<file path="src/rtl/tm1638_key_reader_if.sv">
// TM1638 pin bundle plus bus arbitration handshake.
// master: key reader drives req and pins; slave: arbiter / board side.
interface tm1638_key_reader_if;
  logic bus_req;
  logic bus_gnt;
  logic tm_clk;
  logic tm_stb;
  logic dio_out;
  logic dio_oe;
  logic dio_in;

  modport master (
    output bus_req,
    output tm_clk,
    output tm_stb,
    output dio_out,
    output dio_oe,
    input  bus_gnt,
    input  dio_in
  );

  modport slave (
    input  bus_req,
    input  tm_clk,
    input  tm_stb,
    input  dio_out,
    input  dio_oe,
    output bus_gnt,
    output dio_in
  );
endinterface

</file>
<file path="src/rtl/tm1638_key_reader.sv">
// TM1638 key scanner: periodically sends 0x42, reads 4 key bytes, decodes 8 keys.
// Ports: clk_50M/rst_n/scan_en, bus (req/gnt + pins), key_raw/keys/key_press/key_valid/busy.
module tm1638_key_reader #(
  parameter int CLK_DIV     = 25,
  parameter int WAIT_CYCLES = 50,
  parameter int SCAN_PERIOD = 500000
) (
  input  logic        clk_50M,
  input  logic        rst_n,
  input  logic        scan_en,
  tm1638_key_reader_if.master bus,
  output logic [31:0] key_raw,
  output logic [7:0]  keys,
  output logic [7:0]  key_press,
  output logic        key_valid,
  output logic        busy
);

  localparam int CW = $clog2(CLK_DIV + WAIT_CYCLES + 1);
  localparam int PW = $clog2(SCAN_PERIOD + 1);
  localparam logic [CW-1:0] DIV_END  = CW'(CLK_DIV - 1);
  localparam logic [CW-1:0] WAIT_END = CW'(WAIT_CYCLES - 1);
  localparam logic [PW-1:0] PER_END  = PW'(SCAN_PERIOD - 1);
  localparam logic [7:0]    CMD_BYTE = 8'h42;

  typedef enum logic [2:0] {
    IDLE, REQ, STB_LO, CMD, TWAIT, READ, STB_HI, DONE
  } state_t;

  state_t        state_q, state_d;
  logic [CW-1:0] cnt_q, cnt_d;
  logic          ph_q, ph_d;
  logic [4:0]    bit_q, bit_d;
  logic          abort_q, abort_d;
  logic [PW-1:0] per_q;
  logic [1:0]    sync_q;
  logic [31:0]   sr_q;

  logic clk_d, stb_d, dout_d, oe_d, req_d;
  logic [7:0] new_keys;
  logic div_end, wrap, on_bus;

  assign div_end = (cnt_q == DIV_END);
  assign wrap    = scan_en && (per_q == PER_END);
  assign on_bus  = (state_q == STB_LO) || (state_q == CMD) ||
                   (state_q == TWAIT)  || (state_q == READ);

  always_ff @(posedge clk_50M) begin
    if (!rst_n) begin
      state_q     <= IDLE;
      cnt_q       <= '0;
      ph_q        <= 1'b0;
      bit_q       <= '0;
      abort_q     <= 1'b0;
      per_q       <= '0;
      sync_q      <= 2'b00;
      sr_q        <= '0;
      bus.tm_clk  <= 1'b1;
      bus.tm_stb  <= 1'b1;
      bus.dio_out <= 1'b1;
      bus.dio_oe  <= 1'b0;
      bus.bus_req <= 1'b0;
      busy        <= 1'b0;
      key_raw     <= '0;
      keys        <= '0;
      key_press   <= '0;
      key_valid   <= 1'b0;
    end else begin
      state_q     <= state_d;
      cnt_q       <= cnt_d;
      ph_q        <= ph_d;
      bit_q       <= bit_d;
      abort_q     <= abort_d;
      sync_q      <= {sync_q[0], bus.dio_in};
      if (!scan_en || per_q == PER_END)
        per_q <= '0;
      else
        per_q <= per_q + PW'(1);
      // Sample on the last low-phase cycle, just before tm_clk rises.
      if (state_q == READ && !ph_q && div_end)
        sr_q[bit_q] <= sync_q[1];
      bus.tm_clk  <= clk_d;
      bus.tm_stb  <= stb_d;
      bus.dio_out <= dout_d;
      bus.dio_oe  <= oe_d;
      bus.bus_req <= req_d;
      busy        <= req_d;
      key_valid   <= 1'b0;
      key_press   <= '0;
      if (state_d == DONE) begin
        key_raw   <= sr_q;
        keys      <= new_keys;
        key_press <= new_keys & ~keys;
        key_valid <= 1'b1;
      end
    end
  end

  always_comb begin
    state_d = state_q;
    cnt_d   = cnt_q + CW'(1);
    ph_d    = ph_q;
    bit_d   = bit_q;
    abort_d = abort_q;
    unique case (state_q)
      IDLE: begin
        cnt_d   = '0;
        abort_d = 1'b0;
        if (wrap) state_d = REQ;
      end
      REQ: begin
        cnt_d = '0;
        if (bus.bus_gnt) state_d = STB_LO;
      end
      STB_LO: begin
        if (div_end) begin
          state_d = CMD;
          cnt_d   = '0;
          ph_d    = 1'b0;
          bit_d   = '0;
        end
      end
      CMD, READ: begin
        if (div_end) begin
          cnt_d = '0;
          ph_d  = ~ph_q;
          if (ph_q) begin
            bit_d = bit_q + 5'd1;
            if (state_q == CMD && bit_q == 5'd7)
              state_d = TWAIT;
            if (state_q == READ && bit_q == 5'd31)
              state_d = STB_HI;
          end
        end
      end
      TWAIT: begin
        if (cnt_q == WAIT_END) begin
          state_d = READ;
          cnt_d   = '0;
          ph_d    = 1'b0;
          bit_d   = '0;
        end
      end
      STB_HI: begin
        if (div_end) begin
          state_d = abort_q ? IDLE : DONE;
          cnt_d   = '0;
        end
      end
      DONE: begin
        state_d = IDLE;
        cnt_d   = '0;
      end
      default: state_d = IDLE;
    endcase
    // Losing the grant while owning the pins releases them at once.
    if (on_bus && !bus.bus_gnt) begin
      state_d = STB_HI;
      cnt_d   = '0;
      abort_d = 1'b1;
    end
  end

  // Pin values are decoded from the next state so they track it exactly.
  always_comb begin
    clk_d  = 1'b1;
    stb_d  = 1'b1;
    dout_d = 1'b1;
    oe_d   = 1'b0;
    req_d  = 1'b0;
    unique case (state_d)
      REQ: req_d = 1'b1;
      STB_LO: begin
        req_d = 1'b1;
        stb_d = 1'b0;
        oe_d  = 1'b1;
      end
      CMD: begin
        req_d  = 1'b1;
        stb_d  = 1'b0;
        oe_d   = 1'b1;
        clk_d  = ph_d;
        dout_d = CMD_BYTE[bit_d[2:0]];
      end
      TWAIT: begin
        req_d = 1'b1;
        stb_d = 1'b0;
      end
      READ: begin
        req_d = 1'b1;
        stb_d = 1'b0;
        clk_d = ph_d;
      end
      STB_HI: req_d = 1'b1;
      default: ;
    endcase
  end

  always_comb begin
    new_keys = '0;
    for (int i = 0; i < 4; i++) begin
      new_keys[i]   = sr_q[8*i];
      new_keys[i+4] = sr_q[8*i+4];
    end
  end

endmodule

</file>
<file path="src/flat_wrapper.sv">
// flat-port wrapper written by rule: the top's interface ports become plain ports
module tm1638_key_reader_flat 
#(
  parameter int CLK_DIV     = 25,
  parameter int WAIT_CYCLES = 50,
  parameter int SCAN_PERIOD = 500000
)
  (clk_50M, rst_n, scan_en, key_raw, keys, key_press, key_valid, busy, bus_bus_req, bus_tm_clk, bus_tm_stb, bus_dio_out, bus_dio_oe, bus_bus_gnt, bus_dio_in);
  tm1638_key_reader_if bus_i ();
  input  logic clk_50M;
  input  logic rst_n;
  input  logic scan_en;
  output logic [31:0] key_raw;
  output logic [7:0] keys;
  output logic [7:0] key_press;
  output logic key_valid;
  output logic busy;
  output wire logic [$bits(bus_i.bus_req)-1:0] bus_bus_req;
  output wire logic [$bits(bus_i.tm_clk)-1:0] bus_tm_clk;
  output wire logic [$bits(bus_i.tm_stb)-1:0] bus_tm_stb;
  output wire logic [$bits(bus_i.dio_out)-1:0] bus_dio_out;
  output wire logic [$bits(bus_i.dio_oe)-1:0] bus_dio_oe;
  input wire logic [$bits(bus_i.bus_gnt)-1:0] bus_bus_gnt;
  input wire logic [$bits(bus_i.dio_in)-1:0] bus_dio_in;
  assign bus_bus_req = bus_i.bus_req;
  assign bus_tm_clk = bus_i.tm_clk;
  assign bus_tm_stb = bus_i.tm_stb;
  assign bus_dio_out = bus_i.dio_out;
  assign bus_dio_oe = bus_i.dio_oe;
  assign bus_i.bus_gnt = bus_bus_gnt;
  assign bus_i.dio_in = bus_dio_in;
  tm1638_key_reader #(.CLK_DIV(CLK_DIV), .WAIT_CYCLES(WAIT_CYCLES), .SCAN_PERIOD(SCAN_PERIOD)) u_core (.clk_50M(clk_50M), .rst_n(rst_n), .scan_en(scan_en), .bus(bus_i), .key_raw(key_raw), .keys(keys), .key_press(key_press), .key_valid(key_valid), .busy(busy));
endmodule
</file>
<file path="config.mk">
export PLATFORM = sky130hd
export DESIGN_NAME = tm1638_key_reader_flat
export DESIGN_NICKNAME = d
export VERILOG_FILES = /design/src/rtl/tm1638_key_reader_if.sv /design/src/rtl/tm1638_key_reader.sv /design/src/flat_wrapper.sv
export SDC_FILE = /design/constraint.sdc
export NUM_CORES = 1
export LEC_CHECK = 0
export CELL_PAD_IN_SITES_DETAIL_PLACEMENT = 1
export CELL_PAD_IN_SITES_GLOBAL_PLACEMENT = 1
export CORE_ASPECT_RATIO = 1.4
export CORE_MARGIN = 2
export CORE_UTILIZATION = 37
export CTS_BUF_LIST = sky130_fd_sc_hd__clkbuf_2 sky130_fd_sc_hd__clkbuf_4 sky130_fd_sc_hd__clkbuf_8
export DETAILED_ROUTE_END_ITERATION = 16
export DONT_BUFFER_PORTS = 1
export HOLD_SLACK_MARGIN = 0.03
export PLACE_DENSITY_LB_ADDON = 0.1
export RECOVER_POWER = 50
export SLEW_MARGIN = 15
export SYNTH_ARGS = -nofsm -noshare
export SYNTH_HDL_FRONTEND = slang
export SYNTH_SLANG_ARGS = --single-unit
</file>
<file path="constraint.sdc">
create_clock -name clk_50M -period 3 [get_ports clk_50M]
set_input_delay 0.45 -clock clk_50M [delete_from_list [all_inputs] [get_ports clk_50M]]
set_output_delay 0.45 -clock clk_50M [all_outputs]
set_load 0.01 [all_outputs]
</file>
==> impl_metrics.ini, run 1 <==
[sta]
final.setup.tns_ns = 0
hold_viol_final = 0
grt_setup_unrepaired = no
min_period_ns = 2.71
clock.fmax_ghz = 0.369
tightest_slew_ns = 1.13
fin_worst_skew_ns = 0.0135
slew_headroom = 0.246
setup_violations = 0
slew_violations = 0
period_share = 0.903

[outcome]
status = completed

[setup_path]
critPathMaxStageDelay_ns = 0.44
crit_family = simple AND/OR/NAND/NOR gates
critPathArrivalTime_ns = 3.07
critPathKind = reg -> reg
cp_slowest_cell = and4_4
cp_max_fo = 16
r2r_slack_ns = 0.29
crit_chain = inv_1 > ha_1 > nor2b_1 > and2_0 > inv_2 > or3_4 > nand2_2 > and4_4 > buf_12 > mux2i_1
critPathLaunchType = flop
setup.worst_path.end_class = flop
timing.critical_path.buf_inv = 3
worstPathRequired_ns = 3.36

[finish]
layout-drive-gt1-share = 0.0904
nFillCells = 1635
multi_input_area_mm2 = 0.00256
fin_cells = 760
area_growth_pct = 7.79
layout.nets = 577
seqCellArea_mm2 = 0.00232
diodes = 0

[detailed_routing]
via_per_inst = 5.07
drc_errors = 0
drt_iter0_drc = 90
wl_per_cell_um = 15.7
vias = 3850
dr.pass1.iters = 4
routed_wl_um = 11900
ant_nets = 0

[floorplan]
die_h_um = 144
dieArea_mm2 = 0.0150
die_x_um = 104
ioPinCount = 60
start_util = 0.375
rows = 51
core_area_mm2 = 0.0138

[yosys]
synth-main-ff-cell = dfxtp_1
async_reset_ff_frac = 0
synth-edff-count = 0
netlist_instances = 573
ys_seq_area_frac = 0.449
postSynthAreaPerCell_um2 = 9.03
syn_nets = 588
yosys_warnings = 0
ys_types = 61
netlist_area_mm2 = 0.00517
synth_seq_cells = 116

[clock_network]
clock-sinks = 116
cts_max_path_buffers = 2
clkLatencyLatePin_ns = 0.43
post_cts_buffers = 0
cts-root-buf = clkbuf_8
clk_pin_slew_ns = 0.08
cts-hold-fix-buffers = 0
cts-htree-levels = 4
cts_resized = 0
cts_buffers = 17
cts_tree = built

[global_routing]
grt_usage = 0.167
grt_pass1_wl_um = 19800
overflow = 0
first_global_vias = 3988
grt_max_degree = 70
grt_antenna_before_repair = 0

[placement]
gp_routability_congestion = 0.847
dp_cells = 728
place.port_buffers = 0
hpwlAfterDp_um = 8200

[job]
drv_cap = 0

[power_and_ir_drop]
ir_worst_vdd_mv = 0.229
total_power_mw = 2.93
power_density_mw_per_mm2 = 526
leakagePower_nw = 1.79

[worst_hold_path]
hp-class = in -> reg
per-layer routing:
layer  global-route usage  vias to the layer above  wire (um)
met2                0.291                       71       5950
met5                    0                        -          0
met3               0.0535                       26        518
met4               0.0768                        0        333
li1                     -                     1905          -
met1                0.186                     1848       5100
worst reg2reg max path: cells and delay by family (launching register included):
family	cells	cell delay (ns)
adder cells (fa/ha/maj)	1	0.13
buffers and inverters	3	0.40
flip-flops	1	0.35
multiplexers	1	0.21
AND/OR/NAND/NOR	5	1.56
Yosys cell counts, types with 2 or more instances:
| master | number | area share |
|---|---|---|
| nand3_1 | 18 | 0.017 |
| inv_1 | 10 | 0.0073 |
| nor2b_1 | 3 | 0.0036 |
| xor2_1 | 15 | 0.025 |
| nand3b_1 | 4 | 0.0058 |
| buf_4 | 9 | 0.013 |
| a41oi_1 | 2 | 0.0034 |
| a21oi_1 | 4 | 0.0039 |
| nor3_1 | 5 | 0.0048 |
| nor3b_1 | 8 | 0.012 |
| inv_2 | 2 | 0.0015 |
| nor4b_1 | 3 | 0.0051 |
| o21ai_0 | 5 | 0.0048 |
| ha_1 | 10 | 0.024 |
| nand4_1 | 6 | 0.0073 |
| or3b_2 | 2 | 0.0034 |
| xnor2_1 | 9 | 0.015 |
| mux2i_1 | 64 | 0.12 |
| dfxtp_1 | 116 | 0.45 |
| and4_1 | 5 | 0.0085 |
| a211oi_1 | 2 | 0.0029 |
| nor2_1 | 106 | 0.077 |
| and3_1 | 6 | 0.0073 |
| nand2_1 | 88 | 0.064 |
| buf_12 | 4 | 0.015 |
| nand2b_1 | 3 | 0.0036 |
| o22ai_1 | 2 | 0.0024 |
| a22oi_1 | 2 | 0.0029 |
| a31oi_1 | 5 | 0.0060 |
| clkbuf_1 | 20 | 0.015 |
| and2_1 | 4 | 0.0048 |
| a311oi_1 | 2 | 0.0034 |
through the flow:
step	utilization	area, um^2	worst slack [ns]	hold WS [ns]
after floorplan	-	5170	0.710	0.412
after global placement	0.378	5220	0.401	0.417
after detailed placement	0.378	5220	0.335	0.422
after CTS	0.405	5590	0.318	0.115
after global routing	0.405	5580	0.0841	0.109
final	0.405	5580	0.290	0.141
cell type report:
class                           count  share of cell area
Clock buffer                       18              0.0433
Clock inverter                     14              0.0231
Inverter                           12             0.00808
Multi-Input combinational cell    410               0.460
Sequential cell                   116               0.417
Tap cell                          185              0.0415
Timing Repair Buffer                5             0.00763
final timing paths:
| kind | start | depth (start not counted) | endpoint |
|---|---|---|---|
| worst max-delay path | u_core.cnt_q[0] | 10 | u_core.key_raw[2] |
| worst min register to register | u_core.sync_q[0] | 1 | u_core.sync_q[1] |
| worst min-delay path | bus_dio_in | 1 | u_core.sync_q[0] |
| worst max register to register | u_core.cnt_q[0] | 10 | u_core.key_raw[2] |
power by group:
part	internal [mW]	switching [mW]
clock	0.671	0.693
combinational	0.00392	0.0168
sequential	1.54	0.00661
total	2.22	0.717
cells by family (layout without fill, tap and decap cells):
family          count (synthesis)  after routing  synth area share
xor+xnor                       24             24            0.0406
simple gates                  278            278             0.258
fa+ha+maj                      10             10            0.0242
mux                            65             65             0.126
flops                         116            116             0.449
buf+inv                        47             49            0.0549
compound gates                 33             33            0.0477
cells in the final DEF (no fill, tap or decap), types with 2 or more instances in the layout:
cell,n
a41oi_1,2
buf_4,2
xnor2_1,9
inv_1,10
and3_1,6
clkinvlp_4,3
a21oi_1,4
nor3b_1,8
a211oi_1,2
and4_1,5
nor2b_1,3
clkinv_2,3
nand3_1,18
nand4_1,6
a311oi_1,2
clkbuf_1,2
nor2_1,106
o22ai_1,2
and2_1,3
inv_6,4
ha_1,10
nor3_1,5
nand2_1,88
a22oi_1,2
or3b_2,2
xor2_1,15
inv_2,2
nand2b_1,3
nand3b_1,4
nor4b_1,3
and2_0,2
clkinv_4,3
clkbuf_8,17
dfxtp_1,116
mux2i_1,64
o21ai_0,5
a31oi_1,5
registers in the layout, summed over array words and instances, names as in the netlist, 2 cells and up:
signal,flops
u_core.cnt_q,7
u_core.state_q,3
u_core.sync_q,2
u_core.key_raw,25
u_core.per_q,19
u_core.key_press,8
u_core.keys,7
u_core.bit_q,5
u_core.sr_q,32
Power figures use the tool's default switching activity.
==> run 2, diff against run 1 <==
--- a/config.mk
+++ b/config.mk
@@ -7,7 +7,6 @@
 export LEC_CHECK = 0
 export CELL_PAD_IN_SITES_DETAIL_PLACEMENT = 1
 export CELL_PAD_IN_SITES_GLOBAL_PLACEMENT = 1
-export CORE_ASPECT_RATIO = 1.4
 export CORE_MARGIN = 2
 export CORE_UTILIZATION = 37
 export CTS_BUF_LIST = sky130_fd_sc_hd__clkbuf_2 sky130_fd_sc_hd__clkbuf_4 sky130_fd_sc_hd__clkbuf_8
==> impl_metrics.ini, run 2 (synthesis gave the netlist of run 1 again) <==
[outcome]
status = completed

[setup_path]
critPathLaunchType = flop
cp_slowest_cell = or3b_1
timing.critical_path.buf_inv = 1
crit_chain = ha_1 > nor4b_2 > or3b_1 > a21oi_2 > o22a_1 > and4_4 > buf_12 > mux2i_1
critPathMaxStageDelay_ns = 0.43
cp_max_fo = 21
setup.worst_path.end_class = flop
worstPathRequired_ns = 3.36
critPathArrivalTime_ns = 3.07
critPathKind = reg -> reg
crit_family = simple AND/OR/NAND/NOR gates

[detailed_routing]
routed_wl_um = 11800
vias = 3815
via_per_inst = 5.07
drc_errors = 0
drt_iter0_drc = 276
wl_per_cell_um = 15.7
ant_nets = 0
dr.pass1.iters = 4

[sta]
hold_viol_final = 0
setup_violations = 0
final.setup.tns_ns = 0
min_period_ns = 2.72
period_share = 0.906
holdWs_ns = 0.169
grt_setup_unrepaired = no
clock.fmax_ghz = 0.368
slew_violations = 0
slew_headroom = 0.468
tightest_slew_ns = 0.796
fin_worst_skew_ns = 0.00658

[finish]
diodes = 0
reg_top3 = u_core.sr_q x32, u_core.key_raw x25, u_core.per_q x19
finalCoreUtilization = 0.412
layout.nets = 576
final_cell_mix = 115 x dfxtp_1, 106 x nor2_1, 88 x nand2_1
largest_register_ffs = 32
final_common_cell = dfxtp_1
area_growth_pct = 9.72
layout-drive-gt1-share = 0.0942
top_register = u_core.sr_q

[power_and_ir_drop]
pwr-share-comb = 0.007
power_density_mw_per_mm2 = 577
switchingPower_mw = 0.671
ir_worst_vdd_mv = 0.312
leakagePower_nw = 1.85
pwr-share-clk = 0.521
swShare = 0.205
power_frac_seq = 0.473
p_int_mw = 2.60

[clock_network]
cts_buffers = 17
cts_resized = 0
post_cts_buffers = 0
clkLatencyLatePin_ns = 0.43
cts-root-buf = clkbuf_8
clk_pin_slew_ns = 0.07
cts-hold-fix-buffers = 0
cts_max_path_buffers = 2
cts-htree-levels = 4
clock-sinks = 116
cts_tree = built

[floorplan]
start_util = 0.376
ioPinCount = 60
rows = 43
die_x_um = 122
core_area_mm2 = 0.0138
dieArea_mm2 = 0.0149
die_h_um = 122

[global_routing]
grt_max_degree = 70
grt_usage = 0.173
grt_pass1_wl_um = 20100
first_global_vias = 3953
overflow = 0
grt_antenna_before_repair = 0

[placement]
hpwlAfterDp_um = 7980
gp_routability_congestion = 0.852
place.port_buffers = 0

[worst_hold_path]
hp-class = in -> reg

[job]
drv_cap = 0
-- run 2: path summary, 6_finish.rpt --
path | from | endpoint | slack, ns | cells after the start
max | u_core.cnt_q[0] | u_core.key_raw[1] | 0.28 | 8
min | rst_n | u_core.bit_q[0] | 0.17 | 1
max reg2reg | u_core.cnt_q[0] | u_core.key_raw[1] | 0.28 | 8
min reg2reg | u_core.sync_q[0] | u_core.sync_q[1] | 0.43 | 1
-- run 2: layer usage --
layer	vias up	part of all wire	track usage	wire length [um]
met4	0	0.015	0.0711	182
li1	1898	-	-	-
met5	-	0	0	0
met2	55	0.49	0.281	5750
met3	17	0.032	0.0530	383
met1	1845	0.47	0.213	5530
-- run 2: power by group through the flow --
stage	Clock, mW	Combinational, mW	Sequential, mW
floorplan	0	0.0314	1.58
global placement	0	0.0225	1.58
detailed placement	0	0.0224	1.58
CTS	1.76	0.0225	1.55
global route	1.84	0.0241	1.55
finish	1.71	0.0215	1.55
-- run 2: cell type report --
class / count / area (um^2)
clock buffers: 20 / 275
clock inverters: 11 / 198
fillers: 1600 / 8100
inverters: 12 / 45.0
multi-input cells: 410 / 2570
flip-flops and latches: 116 / 2320
well taps: 180 / 225
repair buffers: 4 / 42.5
-- run 2: worst register-to-register path, stage by stage, from the launching register on --
cell     delay, ns
dfxtp_1       0.41
ha_1          0.18
nor4b_2       0.31
or3b_1        0.43
a21oi_2       0.19
o22a_1        0.23
and4_4        0.43
buf_12        0.24
mux2i_1       0.24
-- run 2: per-stage QoR --
step           total power [mW]  setup slack [ns]  cell area, um^2  std cells
3_3_place_gp               1.61             0.395             5200        722
6_report                   3.28             0.282             5680        753
3_5_place_dp               1.61             0.286             5200        722
5_1_grt                    3.41            0.0583             5680        753
2_1_floorplan              1.61             0.710             5170        573
4_1_cts                    3.33             0.253             5670        753
==> run 3, diff against run 2 <==
--- a/config.mk
+++ b/config.mk
@@ -5,8 +5,8 @@
 export SDC_FILE = /design/constraint.sdc
 export NUM_CORES = 1
 export LEC_CHECK = 0
-export CELL_PAD_IN_SITES_DETAIL_PLACEMENT = 1
-export CELL_PAD_IN_SITES_GLOBAL_PLACEMENT = 1
+export CELL_PAD_IN_SITES_DETAIL_PLACEMENT = 2
+export CELL_PAD_IN_SITES_GLOBAL_PLACEMENT = 2
 export CORE_MARGIN = 2
 export CORE_UTILIZATION = 37
 export CTS_BUF_LIST = sky130_fd_sc_hd__clkbuf_2 sky130_fd_sc_hd__clkbuf_4 sky130_fd_sc_hd__clkbuf_8
==> impl_metrics.ini, run 3 (synthesis gave the netlist of run 1 again) <==
[sta]
period_share = 0.897
tightest_slew_ns = 0.834
setup_violations = 0
min_period_ns = 2.69
fin_worst_skew_ns = 0.0128
grt_setup_unrepaired = no
hold_viol_final = 0
slew_violations = 0
holdWs_ns = 0.130
slew_headroom = 0.443
clock.fmax_ghz = 0.372
final.setup.tns_ns = 0

[setup_path]
worstPathRequired_ns = 3.37
critPathLaunchType = flop
critPathArrivalTime_ns = 3.06
setup.worst_path.end_class = flop
cp_max_fo = 32
critPathKind = reg -> reg

[global_routing]
grt_pass1_wl_um = 21800
grt_max_degree = 70
first_global_vias = 4333
grt_antenna_before_repair = 0
use_met2 = 0.335
globalRouteMet3Util = 0.0548
overflow = 0
met1_usage = 0.215
top_usage_layer = met2
grt_usage = 0.189

[finish]
finalCoreUtilization = 0.411
area_growth_pct = 9.43
diodes = 0
largest_register_ffs = 32
layout.nets = 577
reg_top3 = u_core.sr_q x32, u_core.key_raw x25, u_core.per_q x19
top_register = u_core.sr_q
nFillCells = 1564
final_common_cell = dfxtp_1
layout-drive-gt1-share = 0.0957
final_cell_mix = 115 x dfxtp_1, 106 x nor2_1, 88 x nand2_1

[clock_network]
clkLatencyLatePin_ns = 0.45
cts-root-buf = clkbuf_8
clk_pin_slew_ns = 0.08
cts_tree = built
cts_buffers = 17
cts-htree-levels = 4
clock-sinks = 116
cts-hold-fix-buffers = 0
cts_max_path_buffers = 2
cts_resized = 0
post_cts_buffers = 0

[floorplan]
die_h_um = 122
ioPinCount = 60
core_area_mm2 = 0.0138
rows = 43
dieArea_mm2 = 0.0149
die_x_um = 122
start_util = 0.376

[job]
drv_cap = 0

[power_and_ir_drop]
total_power_mw = 3.21
power_density_mw_per_mm2 = 567
ir_worst_vdd_mv = 0.253
leakagePower_nw = 1.84

[detailed_routing]
ant_nets = 0
vias = 3891
drt_iter0_drc = 115
dr.pass1.iters = 4
routed_wl_um = 13000
drc_errors = 0
wl_per_cell_um = 17.3
via_per_inst = 5.15

[placement]
gp_routability_congestion = 0.855
hpwlAfterDp_um = 8780
place.port_buffers = 0

[outcome]
status = completed

[worst_hold_path]
hp-class = in -> reg
## run 3: changes by cell type in the layout (fill, tap and decap cells not counted), sizes merged
cell / before / now
buf: 4 / 5
clkbuf: 20 / 19
bufinv: 5 / 4
clkinv: 3 / 6
## run 3: power by group
part           leakage (nW)  switching (mW)  total [mW]  internal, mW
registers             0.935         0.00663        1.55          1.54
logic                 0.680          0.0174      0.0219       0.00444
clock network         0.224           0.693        1.64         0.948
## run 3: area by class of cell
class | instances | area [um^2] | share of cell area
well taps | 180 | 225 | 0.0398
multi-input cells | 410 | 2560 | 0.453
flip-flops and latches | 116 | 2320 | 0.410
clock buffers | 19 | 255 | 0.0451
clock inverters | 13 | 198 | 0.0349
repair buffers | 5 | 50.0 | 0.00884
inverters | 12 | 45.0 | 0.00796
## run 3: critical path: stages (launching register included)
cell and delay, ns:
dfxtp_1 0.36, inv_1 0.08, ha_1 0.13, nor2b_1 0.36, and2_0 0.29, inv_2 0.11, or3_4 0.42, nand2_2 0.12
and4_4 0.26, buf_12 0.24, mux2i_1 0.24
## run 3: final timing paths
| check | cells past startpoint | slack [ns] | end | start |
|---|---|---|---|---|
| worst min register to register | 1 | 0.46 | u_core.sync_q[1] | u_core.sync_q[0] |
| worst max register to register | 10 | 0.31 | u_core.key_raw[10] | u_core.cnt_q[0] |
| worst min-delay path | 1 | 0.13 | u_core.sync_q[0] | bus_dio_in |
| worst max-delay path | 10 | 0.31 | u_core.key_raw[10] | u_core.cnt_q[0] |
## run 3: layer usage
layer,part of all wire,vias to the layer above
met5,0,-
met4,0.016,0
met3,0.033,17
met1,0.44,1920
li1,-,1905
met2,0.51,49
## run 3: per-stage QoR
| step | std cells | setup WS, ns | instance area, um^2 |
|---|---|---|---|
| final | 755 | 0.309 | 5660 |
| after global placement | 723 | 0.535 | 5210 |
| after detailed placement | 723 | 0.420 | 5210 |
| after global routing | 755 | 0.106 | 5660 |
| after floorplan | 573 | 0.710 | 5170 |
| after CTS | 755 | 0.359 | 5660 |
